==> src/rtl/bcd_pkg.sv <==
// bcd_pkg: shared FSM state encoding, BCD radix and digit-validity helper
// for the serial BCD subtractor.
package bcd_pkg;
  typedef enum logic [1:0] {IDLE, SUB, FIX, DONE} state_t;
  localparam logic [3:0] BCD_RADIX = 4'd10;
  function automatic logic digit_bad(input logic [3:0] x);
    return x >= BCD_RADIX;
  endfunction
endpackage

==> src/rtl/bcd_digit_sub.sv <==
// bcd_digit_sub: one-digit BCD subtract x-y-bi, yielding a digit 0..9 and
// a borrow-out.
module bcd_digit_sub
  import bcd_pkg::*;
(
  input  logic [3:0] x,
  input  logic [3:0] y,
  input  logic       bi,
  output logic [3:0] d,
  output logic       bo
);
  logic [4:0] w_t;
  always_comb begin
    w_t = {1'b0, x} - {1'b0, y} - {4'b0, bi};
    bo  = w_t[4];
    d   = bo ? w_t[3:0] + BCD_RADIX : w_t[3:0];
  end
endmodule

==> src/rtl/bcd_sub_serial.sv <==
// bcd_sub_serial: digit-serial BCD subtractor giving sign and magnitude of a-b-bin.
// Define BCD_DIGIT_CHECK_EN to flag operands containing digits above 9 via err.
module bcd_sub_serial
  import bcd_pkg::*;
#(
  parameter int NDIG = 4
) (
  input  logic              clk,
  input  logic              rst_n,
  input  logic              start,
  input  logic [4*NDIG-1:0] a,
  input  logic [4*NDIG-1:0] b,
  input  logic              bin,
  output logic              busy,
  output logic              done,
  output logic [4*NDIG-1:0] result,
  output logic              neg,
  output logic              err
);
  localparam int KW = NDIG > 1 ? $clog2(NDIG) : 1;
  state_t            r_state;
  logic [4*NDIG-1:0] r_a, r_b, r_result;
  logic [KW-1:0]     r_k;
  logic              r_borrow, r_busy, r_done, r_neg, r_err;
  logic [3:0]        w_x, w_y, w_d;
  logic              w_bo, w_bad, w_last;
`ifdef BCD_DIGIT_CHECK_EN
  always_comb begin
    w_bad = 1'b0;
    for (int i = 0; i < NDIG; i++)
      w_bad = w_bad | digit_bad(a[4*i +: 4]) | digit_bad(b[4*i +: 4]);
  end
`else
  assign w_bad = 1'b0;
`endif
  // FIX reuses the digit subtractor to form 0 - result, the ten's complement
  always_comb begin
    w_x    = r_state == FIX ? 4'd0 : r_a[4*r_k +: 4];
    w_y    = r_state == FIX ? r_result[4*r_k +: 4] : r_b[4*r_k +: 4];
    w_last = r_k == KW'(NDIG - 1);
  end
  bcd_digit_sub u_dig (
    .x (w_x),
    .y (w_y),
    .bi(r_borrow),
    .d (w_d),
    .bo(w_bo)
  );
  always_ff @(posedge clk or negedge rst_n) begin
    if (!rst_n) begin
      r_state  <= IDLE;
      r_a      <= '0;
      r_b      <= '0;
      r_result <= '0;
      r_k      <= '0;
      r_borrow <= 1'b0;
      r_busy   <= 1'b0;
      r_done   <= 1'b0;
      r_neg    <= 1'b0;
      r_err    <= 1'b0;
    end else begin
      case (r_state)
        IDLE: if (start) begin
          r_a      <= a;
          r_b      <= b;
          r_borrow <= bin;
          r_result <= '0;
          r_neg    <= 1'b0;
          r_err    <= w_bad;
          r_k      <= '0;
          r_busy   <= 1'b1;
          r_state  <= SUB;
        end
        SUB: if (r_err) begin
          r_state <= DONE;
          r_done  <= 1'b1;
        end else begin
          r_result[4*r_k +: 4] <= w_d;
          r_borrow             <= w_bo;
          r_k                  <= r_k + KW'(1);
          if (w_last && w_bo) begin
            r_neg    <= 1'b1;
            r_k      <= '0;
            r_borrow <= 1'b0;
            r_state  <= FIX;
          end else if (w_last) begin
            r_state <= DONE;
            r_done  <= 1'b1;
          end
        end
        FIX: begin
          r_result[4*r_k +: 4] <= w_d;
          r_borrow             <= w_bo;
          r_k                  <= r_k + KW'(1);
          if (w_last) begin
            r_state <= DONE;
            r_done  <= 1'b1;
          end
        end
        default: begin
          r_done  <= 1'b0;
          r_busy  <= 1'b0;
          r_state <= IDLE;
        end
      endcase
    end
  end
  assign busy   = r_busy;
  assign done   = r_done;
  assign result = r_result;
  assign neg    = r_neg;
  assign err    = r_err;
endmodule

==> config.mk <==
export PLATFORM = sky130hd
export DESIGN_NAME = bcd_sub_serial
export DESIGN_NICKNAME = d
export VERILOG_FILES = /design/src/rtl/bcd_pkg.sv /design/src/rtl/bcd_digit_sub.sv /design/src/rtl/bcd_sub_serial.sv
export SDC_FILE = /design/constraint.sdc
export NUM_CORES = 1
export LEC_CHECK = 0
export ABC_AREA = 1
export BUFFER_PORTS_ARGS = -buffer_cell sky130_fd_sc_hd__buf_2
export CORE_MARGIN = 1.5
export CORE_UTILIZATION = 56
export DETAILED_ROUTE_END_ITERATION = 8
export GPL_TIMING_DRIVEN = 0
export PLACE_DENSITY = 0.9
export SLEW_MARGIN = 20
export SYNTH_ARGS = -nofsm -noshare
export SYNTH_HDL_FRONTEND = slang
export SYNTH_SLANG_ARGS = --single-unit
==> constraint.sdc <==
create_clock -name clk -period 3.8 [get_ports clk]
set_clock_uncertainty 0.15 [all_clocks]
set_input_delay 1.14 -clock clk [delete_from_list [all_inputs] [get_ports clk]]
set_output_delay 1.14 -clock clk [all_outputs]
set_load 0.005 [all_outputs]
==> results.md, run 1 <==
- Status: complete, no violations
- 1st-iter DRT viols: 203
- CTS tree: done
- Leakage: 0.00196 µW
- Die Area: 0.00620 mm²
- Unrepaired setup endpoints after global routing: no
- Post-synthesis cell type count: 35
- Max Clk Rate: 279 MHz
- HP Start: r_a[6]$_DFFE_PN0P_
- Slew headroom: 55.0%
- Finished Layout Cells: 539
- Internal power: 1830 µW
- Post-route cell area: 0.00367 mm²
- Crit path capture type: flop
- Largest fanout on the critical path: 10
- Largest net degree at the start of global routing: 57
- Gp weighted congestion: 0.994
- Die Y: 78.7 µm
- Syn Inst Count: 405
- Nets: 518
- Detailed Route WL: 7.68 mm
- First drt pass iteration count: 5
- Drt via density: 5.42
- Vias in the first global route: 2795
- Synth-to-layout area growth: 14.3%
- Critical path type: reg2reg
- Sequential share of power: 24.6%
- Ys Warns: 0
- Utilization after layout: 66.7%
- Clk Latency, worst-skew pair: 0.32 ns
- CTS Hold Buffers Added: 0
- Dpl cell area: 0.00358 mm²
- Post-layout min period: 3.59 ns
- H-tree lvl count: 2
- Initial Utilization: 58.4%
- Sw frac: 51.2%
- R2r startpoint: r_state[0]$_DFFE_PN0N_
- Met3 wire len: 649 µm
- Hold path depth: 2
- Wl on met1: 3.25 mm
- Worst hold endpoint: r_a[6]$_DFFE_PN0P_
- Yosys top cell by area: dfrtp_1
- Register area share after synthesis: 43.6%
- Grt total ovfl: 0
- Vias: 2920
- Num CTS Buffers: 5
- Power per cell area: 1020 mW/mm²
- CP startpoint kind: flop
- CP arrival: 3.64 ns
- First-pass GRT wire length: 13.0 mm
- Syn_area_per_cell: 7.93 µm²
- Max Used Layer: met4
- Core Area: 0.00551 mm²
- Reg2reg setup slack: 0.21 ns
- Area of the mapped netlist: 0.00321 mm²
- Initial antenna violation count: 0
- Root Driver: clkbuf_8
- Combinational power share: 66.1%
- Mapped Nets: 457
- Gr usage total: 27.2%
- CTS resizes: 0
- Die width: 78.7 µm
- WP data required: 3.86 ns
- Longest Clk Path Bufs: 2
- Row count: 27
- Hold Crit Class: reg2reg
- ANT nets after route: 0
- Drc violations: 0
- Top-area cell type share of the netlist area: 43.6%
- Pins Over Slew Limit: 0
- Port-buffer cells: 54
- CTS clk-pin slew, worst paths: 0.10 ns
- Number of max-cap violations: 0
- Final period util: 94.4%
- Worst slew pin tran: 0.675 ns
- Synth Register Bits: 56
- Synth area leaders: dfrtp_1, nand2_1, ha_1
- RR Endpoint: result[11]$_DFFE_PN0P_
- FF-to-FF path depth: 20
- Placed instance count: 531
- Post-CTS setup buffer count: 0
- Clock Sinks: 56
- Fin Setup TNS: 0 ns
- Number of diodes: 0
- Switch Pwr: 1920 µW
- DP Wirelength: 5.80 mm
- Clk pwr share: 9.3%
- Final hold vios: 0
- VDD IR-drop max: 0.544 mV
- IO Count: 56
- Final Setup Violations: 0
- Layout cells sized above 1: 23.3%
- Met2 wire len: 3.59 mm
- WL/cell: 14.2 µm
==> logic make-up after synthesis <==
family	Yosys count	synth area share, %
and+or+nand+nor	186	25.9
AOI/OAI and AO/OA	80	14.2
buffers and inverters	65	9.00
DFF	56	43.6
adders and majority gates	16	6.70
xor gates and xnor gates	1	0.506
other	1	0.117
==> Yosys cell counts (all sizes together) <==
cell type and number:
nand3 13, nor2 20, o32ai 1, ha 14, fa 2, inv 48, o21ai 39, a32o 1
clkbuf 3, nor4 1, buf 12, dfrtp 56, a21oi 27, clkinv 2, o22ai 9, nand4 5
conb 1, nand2 147, xor2 1, a32oi 1, o21a 2
==> stage by stage <==
stage	total power (µW)	hold WS, ns	setup slack, ns
floorplan	2840	0.294	0.576
global placement	3250	0.310	0.288
detailed placement	3360	0.316	0.184
CTS	3710	0.340	0.146
global route	4090	0.356	0.00399
finish	3750	0.348	0.213
==> cell type report <==
type                       count  area [µm²]
buffer                        15        96.3
clock buffer                   7        86.3
clock inverter                 1        7.51
fill                         461        1830
inverter                      50         193
multi-input combinational    284        1530
sequential                    56        1400
tap                           72        90.1
timing repair buffer          54         273
==> state kept, by name, summed over array words and instances, names as in the netlist, 2 cells and up <==
signal and flops:
r_a 16, r_k 2, r_state 2, r_b 16, result 16
==> cells in the final DEF (no fill, tap or decap), types with 4 or more instances in the layout <==
cell type  instances
dfrtp_1           56
nand4_1            5
nor2_1            16
nand2_4            4
o21ai_2            6
a21oi_1           26
nand3_1           11
inv_2              6
nand2_2            8
clkbuf_1           4
nand2_1          135
inv_1             40
o21ai_0           31
buf_2             58
buf_4              6
ha_1              13
o22ai_1            9
clkbuf_8           6
==> power by group through the flow <==
| stage | Combinational, µW | Sequential, µW | Clock, µW |
|---|---|---|---|
| 6_report | 2480 | 923 | 348 |
| 3_3_place_gp | 2330 | 920 | 0 |
| 3_5_place_dp | 2430 | 929 | 0 |
| 5_1_grt | 2770 | 942 | 378 |
| 2_1_floorplan | 1950 | 897 | 0 |
| 4_1_cts | 2440 | 919 | 349 |
==> routing by layer <==
metal,vias to the layer above,GRT usage (%)
li1,1409,-
met1,1339,35.3
met2,149,43.9
met3,23,7.13
met4,0,10.2
met5,-,0
==> worst max-delay path by stage <==
stage	startpoint	to	cells after the start
6_report	r_state[0]$_DFFE_PN0N_	result[11]$_DFFE_PN0P_	20
5_1_grt	r_state[0]$_DFFE_PN0N_	result[15]$_DFFE_PN0P_	20
4_1_cts	r_state[0]$_DFFE_PN0N_	result[11]$_DFFE_PN0P_	20
3_5_place_dp	r_state[0]$_DFFE_PN0N_	result[7]$_DFFE_PN0P_	20
3_3_place_gp	r_state[0]$_DFFE_PN0N_	result[11]$_DFFE_PN0P_	20
2_1_floorplan	r_state[0]$_DFFE_PN0N_	result[11]$_DFFE_PN0P_	20
==> critical path, stage by stage (launching register included) <==
cell	delay, ns
dfrtp_1	0.45
inv_2	0.11
ha_2	0.24
inv_2	0.10
buf_4	0.19
a21oi_1	0.16
o21ai_0	0.10
o21ai_0	0.08
o22ai_1	0.11
fa_1	0.39
inv_1	0.11
fa_1	0.48
ha_1	0.22
inv_1	0.07
nand3_1	0.08
nand2_1	0.09
nand2_1	0.05
nand2_1	0.07
nand2_2	0.08
nand3_1	0.09
o21ai_2	0.05
(Power assumes the default switching activity.)
==> run 2: changes to the inputs <==
ABC_AREA = default   (was 1)
CORE_UTILIZATION = 55   (was 56)
PLACE_DENSITY = 0.89   (was 0.9)
==> results.md, run 2 <==
- Fill cell count: 401
- Number of diodes: 0
- Row count: 26
- GR Util met3: 3.71%
- Port-buffer cells: 54
- Pins Over Slew Limit: 0
- RR Endpoint: result[1]$_DFFE_PN0P_
- Number of max-cap violations: 0
- Syn_area_per_cell: 11.9 µm²
- Syn Inst Count: 250
- Post-synthesis cell type count: 43
- Vias: 2148
- CP startpoint kind: flop
- HP Start: busy$_DFFE_PN0P_
- Mapped Nets: 302
- WP data required: 3.83 ns
- DP Wirelength: 4.70 mm
- R2r startpoint: r_k[0]$_DFFE_PN0P_
- Dpl cell area: 0.00333 mm²
- CTS Hold Buffers Added: 0
- Worst path cell trace: buf_6 > buf_8 > mux4_2 > nand2_1 > nand2_1 > fa_1 > inv_1 > fa_1 > nand2b_1 > a21o_1 > xnor2_4 > xnor2_1 > o21ai_0
- Drc violations: 0
- Synth Register Bits: 56
- H-tree lvl count: 2
- Max Clk Rate: 277 MHz
- Num CTS Buffers: 5
- Status: complete, no violations
- Most common cell in the netlist: dfrtp_1
- Ys Warns: 0
- Largest fanout on the critical path: 10
- Gp weighted congestion: 0.904
- Yosys top cell by area: dfrtp_1
- Top-area cell type share of the netlist area: 47.2%
- 1st-iter DRT viols: 187
- Area of the mapped netlist: 0.00297 mm²
- Worst hold endpoint: busy$_DFFE_PN0P_
- Register area share after synthesis: 47.2%
- First drt pass iteration count: 5
- Die Y: 76.5 µm
- Post-layout min period: 3.61 ns
- CP bufs+invs: 3
- ANT nets after route: 0
- Hold Crit Class: reg2reg
- Async set or reset register ratio after synthesis: 100%
- Layout cells sized above 1: 36.9%
- Gr usage total: 23.7%
- Grt met2 use: 40.5%
- Crit path capture type: flop
- Largest net degree at the start of global routing: 57
- Synth-to-layout area growth: 16.5%
- Post-route cell area: 0.00346 mm²
- Hold path depth: 2
- Fin Setup TNS: 0 ns
- Worst slew pin tran: 0.694 ns
- Detailed Route WL: 6.34 mm
- Top cells by count, synth: dfrtp_1, mux2_2, nand2_1
- Most frequent cells in the layout: dfrtp_1, buf_2, mux2_2, nand2_1, o21ai_0
- CP arrival: 3.64 ns
- Critical path type: reg2reg
- Synth area leaders: dfrtp_1, mux2_2, mux4_2
- Initial antenna violation count: 0
- Slowest CP cell: mux4_2
- Slowest cell delay on critical path: 0.51 ns
- Die width: 76.5 µm
- Clk Latency, worst-skew pair: 0.31 ns
- WL/cell: 16.6 µm
- Reg2reg setup slack: 0.19 ns
- CP top delay family: adder cells
- Unrepaired setup endpoints after global routing: no
- FF-to-FF path depth: 13
- IO Count: 56
- Core Area: 0.00517 mm²
- CTS tree: done
- Die Area: 0.00585 mm²
- Number of flops mapped to enable cells by yosys: 0
- Slew headroom: 53.8%
- Initial Utilization: 57.5%
- Hold Slack: 0.357 ns
- CTS clk-pin slew, worst paths: 0.10 ns
- Routing usage on met1: 30.4%
- Clock Sinks: 56
- Final Setup Violations: 0
- Grt total ovfl: 0
- Vias in the first global route: 2248
- First-pass GRT wire length: 10.7 mm
- Commonest non-fill, non-tap cell in the layout: dfrtp_1
- Drt via density: 5.62
- Final period util: 95.1%
- Root Driver: clkbuf_8
- Longest Clk Path Bufs: 2
- Final hold vios: 0
- Most crowded layer after global routing: met2
- Nets: 363
- Synth Flop Type: dfrtp_1
-- run 2: cell types whose count changed after synthesis, sizes merged, moves of 4 or more --
cell    previous run  this run
nand2b             0         7
mux4               0        12
o21ai             39        25
o22ai              9         0
nand2            147        29
buf               12         6
a21oi             27         5
nand3             13         2
nor2              20         9
mux2               0        32
inv               48        10
nor2b              0         4
-- run 2: worst max path at each step --
stage                            from  cells past startpoint  slack, ns                endpoint
6_report           r_k[0]$_DFFE_PN0P_                     13       0.19   result[1]$_DFFE_PN0P_
5_1_grt            r_k[0]$_DFFE_PN0P_                     14       0.01   result[3]$_DFFE_PN0P_
4_1_cts            r_k[0]$_DFFE_PN0P_                     13       0.04   result[6]$_DFFE_PN0P_
3_5_place_dp   r_state[0]$_DFFE_PN0N_                     13      -0.42   result[3]$_DFFE_PN0P_
3_3_place_gp   r_state[0]$_DFFE_PN0N_                     13      -0.34  result[15]$_DFFE_PN0P_
2_1_floorplan  r_state[0]$_DFFE_PN0N_                     13       0.23  result[15]$_DFFE_PN0P_
-- run 2: cell type report --
class | instances | area [µm²] | share of cell area, %
Inverter | 11 | 41.3 | 1.19
Multi-Input combinational cell | 173 | 1510 | 43.5
Sequential cell | 56 | 1400 | 40.5
Timing Repair Buffer | 55 | 280 | 8.09
Buffer | 9 | 56.3 | 1.63
Tap cell | 70 | 87.6 | 2.53
Clock buffer | 5 | 68.8 | 1.99
Clock inverter | 3 | 21.3 | 0.614
-- run 2: worst reg2reg max path, cell delays in order, from the launching register on --
cell      delay (ns)
dfrtp_1         0.40
buf_6           0.18
buf_8           0.17
mux4_2          0.52
nand2_1         0.09
nand2_1         0.09
fa_1            0.38
inv_1           0.10
fa_1            0.23
nand2b_1        0.19
a21o_1          0.24
xnor2_4         0.13
xnor2_1         0.43
o21ai_0         0.18
-- run 2: timing repair --
| action | in CTS | in global routing |
|---|---|---|
| hold endpoints to repair | 0 | 0 |
| resized for setup | 5 | 5 |
| setup endpoints to repair | 17 | 12 |
| pin swaps | 1 | 0 |
| setup buffers | 1 | 0 |
-- run 2: cells by family after synthesis --
logic type | Yosys count | synth area share, %
AOI/OAI and AO/OA | 44 | 8.72
DFF | 56 | 47.2
other | 1 | 0.126
xor gates and xnor gates | 6 | 2.02
adders and majority gates | 16 | 7.24
muxes | 47 | 22.2
buffers and inverters | 21 | 3.07
and+or+nand+nor | 59 | 9.43
-- run 2: layer usage --
layer  vias up  wire (µm)
li1       1005          -
met1      1055       2700
met3         9        338
met4         0         99
met5         -          0
met2        79       3200
-- run 2: metrics by stage --
step	utilization (%)	cells	worst slack (ns)
after floorplan	-	250	0.231
after global placement	64.4	374	-0.343
after detailed placement	64.4	374	-0.425
after CTS	66.7	383	0.0363
after global routing	67.0	382	0.0124
final	67.0	382	0.185
Power of run 2 is not shown: default switching activity piles up to over one toggle a cycle in this logic, so the estimate is an artifact.
==> run 3: changes to the inputs <==
MAX_ROUTING_LAYER = met4   (was default)
==> results.md, run 3 (synthesis gave the netlist of run 2 again) <==
- Largest net degree at the start of global routing: 57
- CP startpoint kind: flop
- Die Y: 76.5 µm
- 1st-iter DRT viols: 271
- Port-buffer cells: 54
- Final Setup Violations: 0
- Most frequent cells in the layout: dfrtp_1, buf_2, mux2_2, nand2_1, o21ai_0
- IO Count: 56
- Post-layout min period: 3.61 ns
- Worst slew pin tran: 0.684 ns
- CTS clk-pin slew, worst paths: 0.10 ns
- CTS tree: done
- Number of diodes: 0
- Crit path capture type: flop
- Core Area: 0.00517 mm²
- H-tree lvl count: 2
- Die Area: 0.00585 mm²
- Vias in the first global route: 2231
- Pins Over Slew Limit: 0
- Drc violations: 0
- Dpl cell area: 0.00333 mm²
- Max Clk Rate: 277 MHz
- Post-route cell area: 0.00346 mm²
- Hold Slack: 0.357 ns
- Largest fanout on the critical path: 10
- Synth-to-layout area growth: 16.5%
- First-pass GRT wire length: 10.7 mm
- Layout cells sized above 1: 36.9%
- Critical path type: reg2reg
- Status: complete, no violations
- Unrepaired setup endpoints after global routing: no
- Initial antenna violation count: 0
- Final period util: 95.0%
- Num CTS Buffers: 5
- Final hold vios: 0
- Commonest non-fill, non-tap cell in the layout: dfrtp_1
- Longest Clk Path Bufs: 2
- FF-to-FF path depth: 13
- Die width: 76.5 µm
- Row count: 26
- DP Wirelength: 4.70 mm
- Hold Crit Class: reg2reg
- CP arrival: 3.67 ns
- Gr usage total: 24.4%
- ANT nets after route: 0
- WL/cell: 16.7 µm
- Slew headroom: 54.4%
- Vias: 2148
- Initial Utilization: 57.5%
- Number of max-cap violations: 0
- Drt via density: 5.62
- WP data required: 3.86 ns
- Hold path depth: 2
- First drt pass iteration count: 4
- Nets: 363
- Clk Latency, worst-skew pair: 0.32 ns
- Gp weighted congestion: 0.920
- Root Driver: clkbuf_8
- Clock Sinks: 56
- Grt total ovfl: 0
- Detailed Route WL: 6.39 mm
run 3: worst paths after layout:
| kind | from | to | slack (ns) |
|---|---|---|---|
| max in group asynchronous | rst_n | busy$_DFFE_PN0P_ | 2.33 |
| min in group asynchronous | rst_n | result[1]$_DFFE_PN0P_ | 0.72 |
| max | r_k[0]$_DFFE_PN0P_ | result[3]$_DFFE_PN0P_ | 0.19 |
| min reg2reg | busy$_DFFE_PN0P_ | busy$_DFFE_PN0P_ | 0.36 |
| min | busy$_DFFE_PN0P_ | busy$_DFFE_PN0P_ | 0.36 |
| max reg2reg | r_k[0]$_DFFE_PN0P_ | result[3]$_DFFE_PN0P_ | 0.19 |
run 3: critical path, stage by stage (launching register included):
cell and delay, ns:
dfrtp_1 0.40, buf_6 0.19, buf_8 0.17, mux4_2 0.51, nand2_1 0.09, nand2_1 0.09
fa_1 0.38, inv_1 0.10, fa_1 0.46, ha_1 0.23, o31ai_1 0.32, xor2_1 0.19
buf_4 0.16, o21ai_1 0.07
run 3: final cells by class:
class | count | area [µm²]
buffer | 9 | 56.3
clock inverter | 3 | 21.3
tap | 70 | 87.6
sequential | 56 | 1400
timing repair buffer | 55 | 280
multi-input combinational | 173 | 1510
fill | 401 | 1710
clock buffer | 5 | 68.8
inverter | 11 | 41.3
run 3: timing repair:
item / 4_1_cts / 5_1_grt
gates cloned: 0 / 0
gates resized for setup: 5 / 5
hold buffers: 0 / 0
pin swaps: 1 / 0
setup endpoints to repair: 17 / 12
buffers inserted: 1 / 0
run 3: layer usage:
| metal | track usage [%] | routed length [µm] | vias up |
|---|---|---|---|
| li1 | - | - | 1003 |
| met1 | 30.5 | 2710 | 1046 |
| met2 | 41.0 | 3150 | 89 |
| met3 | 3.71 | 401 | 10 |
| met4 | 8.33 | 130 | 0 |
| met5 | - | 0 | - |
run 3: metrics by stage:
stage                     cells  TNS (ns)  utilization (%)  setup WS, ns
final                       382         0             67.0         0.191
after global routing        382         0             67.0        0.0126
after CTS                   383         0             66.7        0.0363
after detailed placement    374     -4.32             64.4        -0.425
after global placement      374     -2.78             64.4        -0.343
after floorplan             250         0                -         0.231
Power of run 3 is left out for the same reason.
